--- src/rtl/gpio_uart_pkg.sv ---
// Shared types and constants for the GPIO-change UART reporter.
// Holds the FSM state encoding and the byte-formatting helper.
package gpio_uart_pkg;

  typedef enum logic [1:0] {
    StIdle  = 2'd0,
    StStart = 2'd1,
    StWait  = 2'd2
  } state_e;

  localparam logic [7:0] ASCII_BASE = 8'h30;

  // ASCII mode adds the '0' offset; otherwise the value is zero-extended.
  function automatic logic [7:0] form_byte(input logic [6:0] v, input logic ascii);
    return ascii ? ASCII_BASE + {1'b0, v} : {1'b0, v};
  endfunction

endpackage

--- src/rtl/sync_fifo.sv ---
// Synchronous FIFO with an occupancy count. The count is kept separately from
// the pointers so that full and empty are unambiguous.
module sync_fifo #(
  parameter int unsigned WIDTH = 8,
  parameter int unsigned DEPTH = 4
) (
  input  logic                     clk_i,
  input  logic                     rst_ni,
  input  logic                     push,
  input  logic                     pop,
  input  logic [WIDTH-1:0]         wdata,
  output logic [WIDTH-1:0]         rdata,
  output logic [$clog2(DEPTH):0]   level,
  output logic                     full,
  output logic                     empty
);

  localparam int unsigned AW = $clog2(DEPTH);

  logic [AW-1:0]    wr_ptr_q, wr_ptr_d, rd_ptr_q, rd_ptr_d;
  logic [AW:0]      level_q, level_d;
  logic [WIDTH-1:0] mem_q [DEPTH];
  logic             wr_en, rd_en;

  assign full  = (level_q == (AW+1)'(DEPTH));
  assign empty = (level_q == '0);
  assign level = level_q;
  assign rdata = mem_q[rd_ptr_q];

  // A push on full is still accepted when a pop frees the head slot.
  assign wr_en = push && (!full || pop);
  assign rd_en = pop && !empty;

  always_comb begin
    wr_ptr_d = wr_ptr_q;
    rd_ptr_d = rd_ptr_q;
    level_d  = level_q;
    if (wr_en) wr_ptr_d = wr_ptr_q + AW'(1);
    if (rd_en) rd_ptr_d = rd_ptr_q + AW'(1);
    if (wr_en && !rd_en) level_d = level_q + (AW+1)'(1);
    else if (rd_en && !wr_en) level_d = level_q - (AW+1)'(1);
  end

  always_ff @(posedge clk_i or negedge rst_ni) begin
    if (!rst_ni) begin
      wr_ptr_q <= '0;
      rd_ptr_q <= '0;
      level_q  <= '0;
    end else begin
      wr_ptr_q <= wr_ptr_d;
      rd_ptr_q <= rd_ptr_d;
      level_q  <= level_d;
    end
  end

  always_ff @(posedge clk_i) begin
    if (wr_en) mem_q[wr_ptr_q] <= wdata;
  end

endmodule

--- src/rtl/gpio_uart_reporter.sv ---
// Queues one byte per change of the monitored GPIO value and hands the bytes
// to uart_tx with a start/done handshake, guarded by a WAIT watchdog.
module gpio_uart_reporter
  import gpio_uart_pkg::*;
#(
  parameter int unsigned WIDTH   = 3,
  parameter int unsigned DEPTH   = 4,
  parameter int unsigned ASCII   = 1,
  parameter int unsigned TIMEOUT = 65535
) (
  input  logic                       HCLK,
  input  logic                       HRESETn,
  input  logic                       en,
  input  logic [WIDTH-1:0]           value_in,
  input  logic                       err_clr,
  output logic                       tx_start,
  output logic [7:0]                 tx_data,
  input  logic                       tx_done,
  output logic [$clog2(DEPTH):0]     level,
  output logic                       busy,
  output logic                       overflow,
  output logic                       tx_timeout
);

  localparam int unsigned WdW = $clog2(TIMEOUT);

  state_e           state_q, state_d;
  logic [WIDTH-1:0] prev_q, prev_d;
  logic             tx_start_q, tx_start_d;
  logic [7:0]       tx_data_q, tx_data_d;
  logic [WdW-1:0]   wd_q, wd_d;
  logic             ovf_q, ovf_d, tmo_q, tmo_d;
  logic             tmo_set, ovf_set;

  logic             push, pop;
  logic [7:0]       wbyte, fifo_rdata;
  logic             fifo_full, fifo_empty;

  assign push    = en && (value_in != prev_q);
  assign pop     = (state_q == StIdle) && !fifo_empty;
  assign wbyte   = form_byte(7'(value_in), ASCII != 0);
  assign ovf_set = push && fifo_full && !pop;

  sync_fifo #(
    .WIDTH (8),
    .DEPTH (DEPTH)
  ) u_fifo (
    .clk_i  (HCLK),
    .rst_ni (HRESETn),
    .push   (push),
    .pop    (pop),
    .wdata  (wbyte),
    .rdata  (fifo_rdata),
    .level  (level),
    .full   (fifo_full),
    .empty  (fifo_empty)
  );

  always_comb begin
    prev_d     = value_in;
    state_d    = state_q;
    tx_start_d = 1'b0;
    tx_data_d  = tx_data_q;
    wd_d       = wd_q;
    tmo_set    = 1'b0;
    unique case (state_q)
      StIdle: begin
        if (pop) begin
          tx_data_d  = fifo_rdata;
          tx_start_d = 1'b1;
          state_d    = StStart;
        end
      end
      StStart: begin
        wd_d    = '0;
        state_d = StWait;
      end
      StWait: begin
        if (tx_done) begin
          state_d = StIdle;
        end else if (wd_q == WdW'(TIMEOUT - 1)) begin
          tmo_set = 1'b1;
          state_d = StIdle;
        end else begin
          wd_d = wd_q + WdW'(1);
        end
      end
      default: state_d = StIdle;
    endcase
    // A set event in the same cycle as err_clr wins.
    ovf_d = ovf_set ? 1'b1 : (err_clr ? 1'b0 : ovf_q);
    tmo_d = tmo_set ? 1'b1 : (err_clr ? 1'b0 : tmo_q);
  end

  always_ff @(posedge HCLK or negedge HRESETn) begin
    if (!HRESETn) begin
      state_q    <= StIdle;
      prev_q     <= '0;
      tx_start_q <= 1'b0;
      tx_data_q  <= '0;
      wd_q       <= '0;
      ovf_q      <= 1'b0;
      tmo_q      <= 1'b0;
    end else begin
      state_q    <= state_d;
      prev_q     <= prev_d;
      tx_start_q <= tx_start_d;
      tx_data_q  <= tx_data_d;
      wd_q       <= wd_d;
      ovf_q      <= ovf_d;
      tmo_q      <= tmo_d;
    end
  end

  assign tx_start   = tx_start_q;
  assign tx_data    = tx_data_q;
  assign busy       = (state_q != StIdle) || !fifo_empty;
  assign overflow   = ovf_q;
  assign tx_timeout = tmo_q;

endmodule

--- config.mk ---
export PLATFORM = sky130hd
export DESIGN_NAME = gpio_uart_reporter
export DESIGN_NICKNAME = d
export VERILOG_FILES = /design/src/rtl/gpio_uart_pkg.sv /design/src/rtl/sync_fifo.sv /design/src/rtl/gpio_uart_reporter.sv
export SDC_FILE = /design/constraint.sdc
export NUM_CORES = 1
export LEC_CHECK = 0
export ABC_AREA = 1
export CORE_MARGIN = 1.5
export CORE_UTILIZATION = 40
export CTS_BUF_LIST = sky130_fd_sc_hd__clkbuf_4
export DETAILED_ROUTE_END_ITERATION = 10
export SLEW_MARGIN = 20
export SYNTH_ARGS = -nofsm -noshare
export SYNTH_HDL_FRONTEND = slang
export SYNTH_SLANG_ARGS = --single-unit
--- constraint.sdc ---
create_clock -name HCLK -period 4.75 [get_ports HCLK]
set_clock_uncertainty 0.15 [all_clocks]
set_input_delay 0.95 -clock HCLK [delete_from_list [all_inputs] [get_ports HCLK]]
set_output_delay 0.95 -clock HCLK [all_outputs]
set_load 0.005 [all_outputs]
==> impl_metrics.json <==
{
  "grt_pass1_vias": 1603,
  "end_kind": "flop",
  "slowest_delay_ns": 0.52,
  "die_h_um": 80.52,
  "start_util": 0.4108,
  "drive_gt1_frac": 0.08108,
  "status": "complete, no violations",
  "firstDrtPassIters": 4,
  "grt_max_degree": 36,
  "tightest_slew_ns": 0.9423,
  "grt_use_total": 0.1437,
  "ff2ff_path_depth": 7,
  "finalSetupTns_ns": 0,
  "reg2reg_from": "u_fifo.level[0]$_DFFE_PN0P_",
  "whs_path_depth": 1,
  "fin_crit_ns": 3.006,
  "drtIter0Drc": 43,
  "path_cells": "clkdlybuf4s50_1, xnor2_1, nand3_1, nand3_1, inv_1, ha_1, inv_1, fa_1, a21oi_1, o21ai_0, xor2_1",
  "cts_inserted_buffers": 5,
  "insertedDiodeCount": 0,
  "cts_setup_buffers": 0,
  "clkLatencyLatePin_ns": 0.37,
  "design_area_mm2": 0.002701,
  "postRouteAntennaNets": 0,
  "via_per_inst": 4.666,
  "syn-cell-area_mm2": 0.002404,
  "cts_buffer_depth": 2,
  "io_pins": 23,
  "core_mm2": 0.005851,
  "cts.sinks": 47,
  "hold_viol_final": 0,
  "wl_per_cell_um": 11.37,
  "synth-seq-area-share": 0.5143,
  "finalNetCount": 311,
  "fill_cells": 546,
  "dieWidth_um": 80.52,
  "timing.rr.end": "u_fifo.level[1]$_DFFE_PN0P_",
  "cellPowerDensity_mw_per_mm2": 466.7,
  "slew_headroom": 0.3718,
  "layout_setup_ws_ns": 1.744,
  "finalSetupViolations": 0,
  "post_cts_resize_count": 0,
  "synth-seq-cells": 47,
  "worstHoldStart": "tx_data[4]$_DFFE_PN0P_",
  "die_area_mm2": 0.006483,
  "place_congestion": 0.8590,
  "worst_ep_arrival_time_ns": 3.12,
  "holdCritPathClass": "reg -> reg",
  "place_hpwl_um": 2960,
  "syn_area_per_cell_um2": 8.677,
  "final_core_util": 0.4617,
  "regToRegSetupSlack_ns": 2.08,
  "cts-hold-fix-buffers": 0,
  "vias": 1731,
  "cts.clk_slew.worst_paths_ns": 0.15,
  "synth_cell_types": 29,
  "worst-path-buf-inv": 3,
  "leakagePower_nw": 1.203,
  "start_kind": "input port",
  "worst_ep_required_time_ns": 4.87,
  "antenna_found_initial": 0,
  "worstHoldEndpoint": "tx_data[4]$_DFFE_PN0P_",
  "fmax_mhz": 332.7,
  "irDropWorstVdd_mv": 0.2907,
  "hold_slack_ns": 0.3614,
  "dpl_cell_area_mm2": 0.002618,
  "drc_errors": 0,
  "synth_warnings": 0,
  "wirelength_um": 4217,
  "numPortBuffers": 19,
  "dp_slack_ns": 1.316,
  "finalMaxSlewViolations": 0,
  "crit_fanout": 7,
  "crit_family": "buffers and inverters",
  "slowest_stage": "clkdlybuf4s50_1",
  "grt_pass1_wl_um": 7148,
  "crit_type": "in -> reg",
  "rows": 28,
  "overflow": 0,
  "area_delta_synth_final_pct": 12.39,
  "cts_tree": "done",
  "drv_cap": 0,
  "rsz0062_at_grt": "false",
  "period_share": 0.6328,
  "cts_root_buffer": "clkbuf_4",
  "synthCells": 277,
  "h-tree-depth": 2
}
==> routing by layer <==
layer | vias up | wire length [um] | global-route usage
met5 | - | 0 | 0
met4 | 0 | 60 | 0.05000
met2 | 29 | 1968 | 0.2294
met1 | 797 | 2025 | 0.1887
li1 | 899 | - | -
met3 | 6 | 163 | 0.03636
==> power breakdown <==
part	internal, mW	switching (mW)	total, mW
logic	0.188	0.248	0.436
registers	0.506	0.0663	0.572
clock network	0.113	0.140	0.253
total	0.806	0.455	1.26
==> final cells by class <==
type	count	area (um2)	area share
Clock buffer	5	37.54	0.01390
Clock inverter	3	46.29	0.01714
Tap cell	75	93.84	0.03474
Inverter	40	150.1	0.05558
Sequential cell	47	1236	0.4576
Timing Repair Buffer	19	185.2	0.06855
Multi-Input combinational cell	182	952.2	0.3525
==> layout by cell type (no fill, tap or decap), types with 3 or more instances in the layout <==
cell type / instances
nand2_1: 61
a21oi_1: 3
nor2_1: 38
xor2_1: 4
nand2_2: 3
o21ai_2: 5
conb_1: 3
edfxtp_1: 12
inv_1: 40
nand4_1: 4
o21ai_0: 9
dfrtp_1: 35
nor2_4: 4
clkdlybuf4s50_1: 18
a31oi_1: 3
xnor2_1: 4
clkbuf_4: 5
o21ai_1: 5
ha_1: 7
nand3_1: 22
==> synthesized netlist by cell type (all sizes together) <==
cell type	count	area share
a21oi	3	0.0062
a31oi	3	0.0078
buf	8	0.027
clkbuf	2	0.0031
conb	1	0.0016
dfrtp	35	0.36
edfxtp	12	0.15
fa	1	0.0083
ha	7	0.036
inv	40	0.062
mux2	1	0.0047
nand2	64	0.10
nand3	22	0.046
nand3b	1	0.0031
nand4	4	0.010
nor2	43	0.081
nor3b	1	0.0031
o21ai	19	0.047
o22ai	1	0.0026
or2	1	0.0026
xnor2	4	0.015
xor2	4	0.015
==> worst max-delay path by stage <==
stage           startpoint                           to  cells past startpoint
2_1_floorplan  value_in[1]  u_fifo.level[2]$_DFFE_PN0P_                     10
3_3_place_gp   value_in[0]  u_fifo.level[2]$_DFFE_PN0P_                     11
3_5_place_dp   value_in[0]  u_fifo.level[2]$_DFFE_PN0P_                     11
4_1_cts        value_in[0]  u_fifo.level[2]$_DFFE_PN0P_                     11
5_1_grt        value_in[0]  u_fifo.level[2]$_DFFE_PN0P_                     11
6_report       value_in[2]  u_fifo.level[2]$_DFFE_PN0P_                     11
==> sequential cells by signal (all words and copies together) (netlist names) <==
name             count
overflow             1
prev_q               3
state_q              2
tx_data              4
tx_start             1
tx_timeout           1
u_fifo.level         3
u_fifo.mem_q        12
u_fifo.rd_ptr_q      2
u_fifo.wr_ptr_q      2
wd_q                16
==> per-stage QoR <==
| step | total power, mW | cells |
|---|---|---|
| floorplan | 0.8857 | 279 |
| global placement | 1.018 | 363 |
| detailed placement | 1.024 | 363 |
| CTS | 1.279 | 371 |
| global route | 1.363 | 371 |
| finish | 1.261 | 371 |
==> cells by family after synthesis <==
| group | share of synthesized area |
|---|---|
| AOI/OAI and AO/OA | 0.06403 |
| xor gates and xnor gates | 0.02915 |
| adders and majority gates | 0.04477 |
| buffers and inverters | 0.09266 |
| DFF | 0.5143 |
| muxes | 0.004685 |
| other | 0.001560 |
| and+or+nand+nor | 0.2488 |
(Power assumes the default switching activity.)
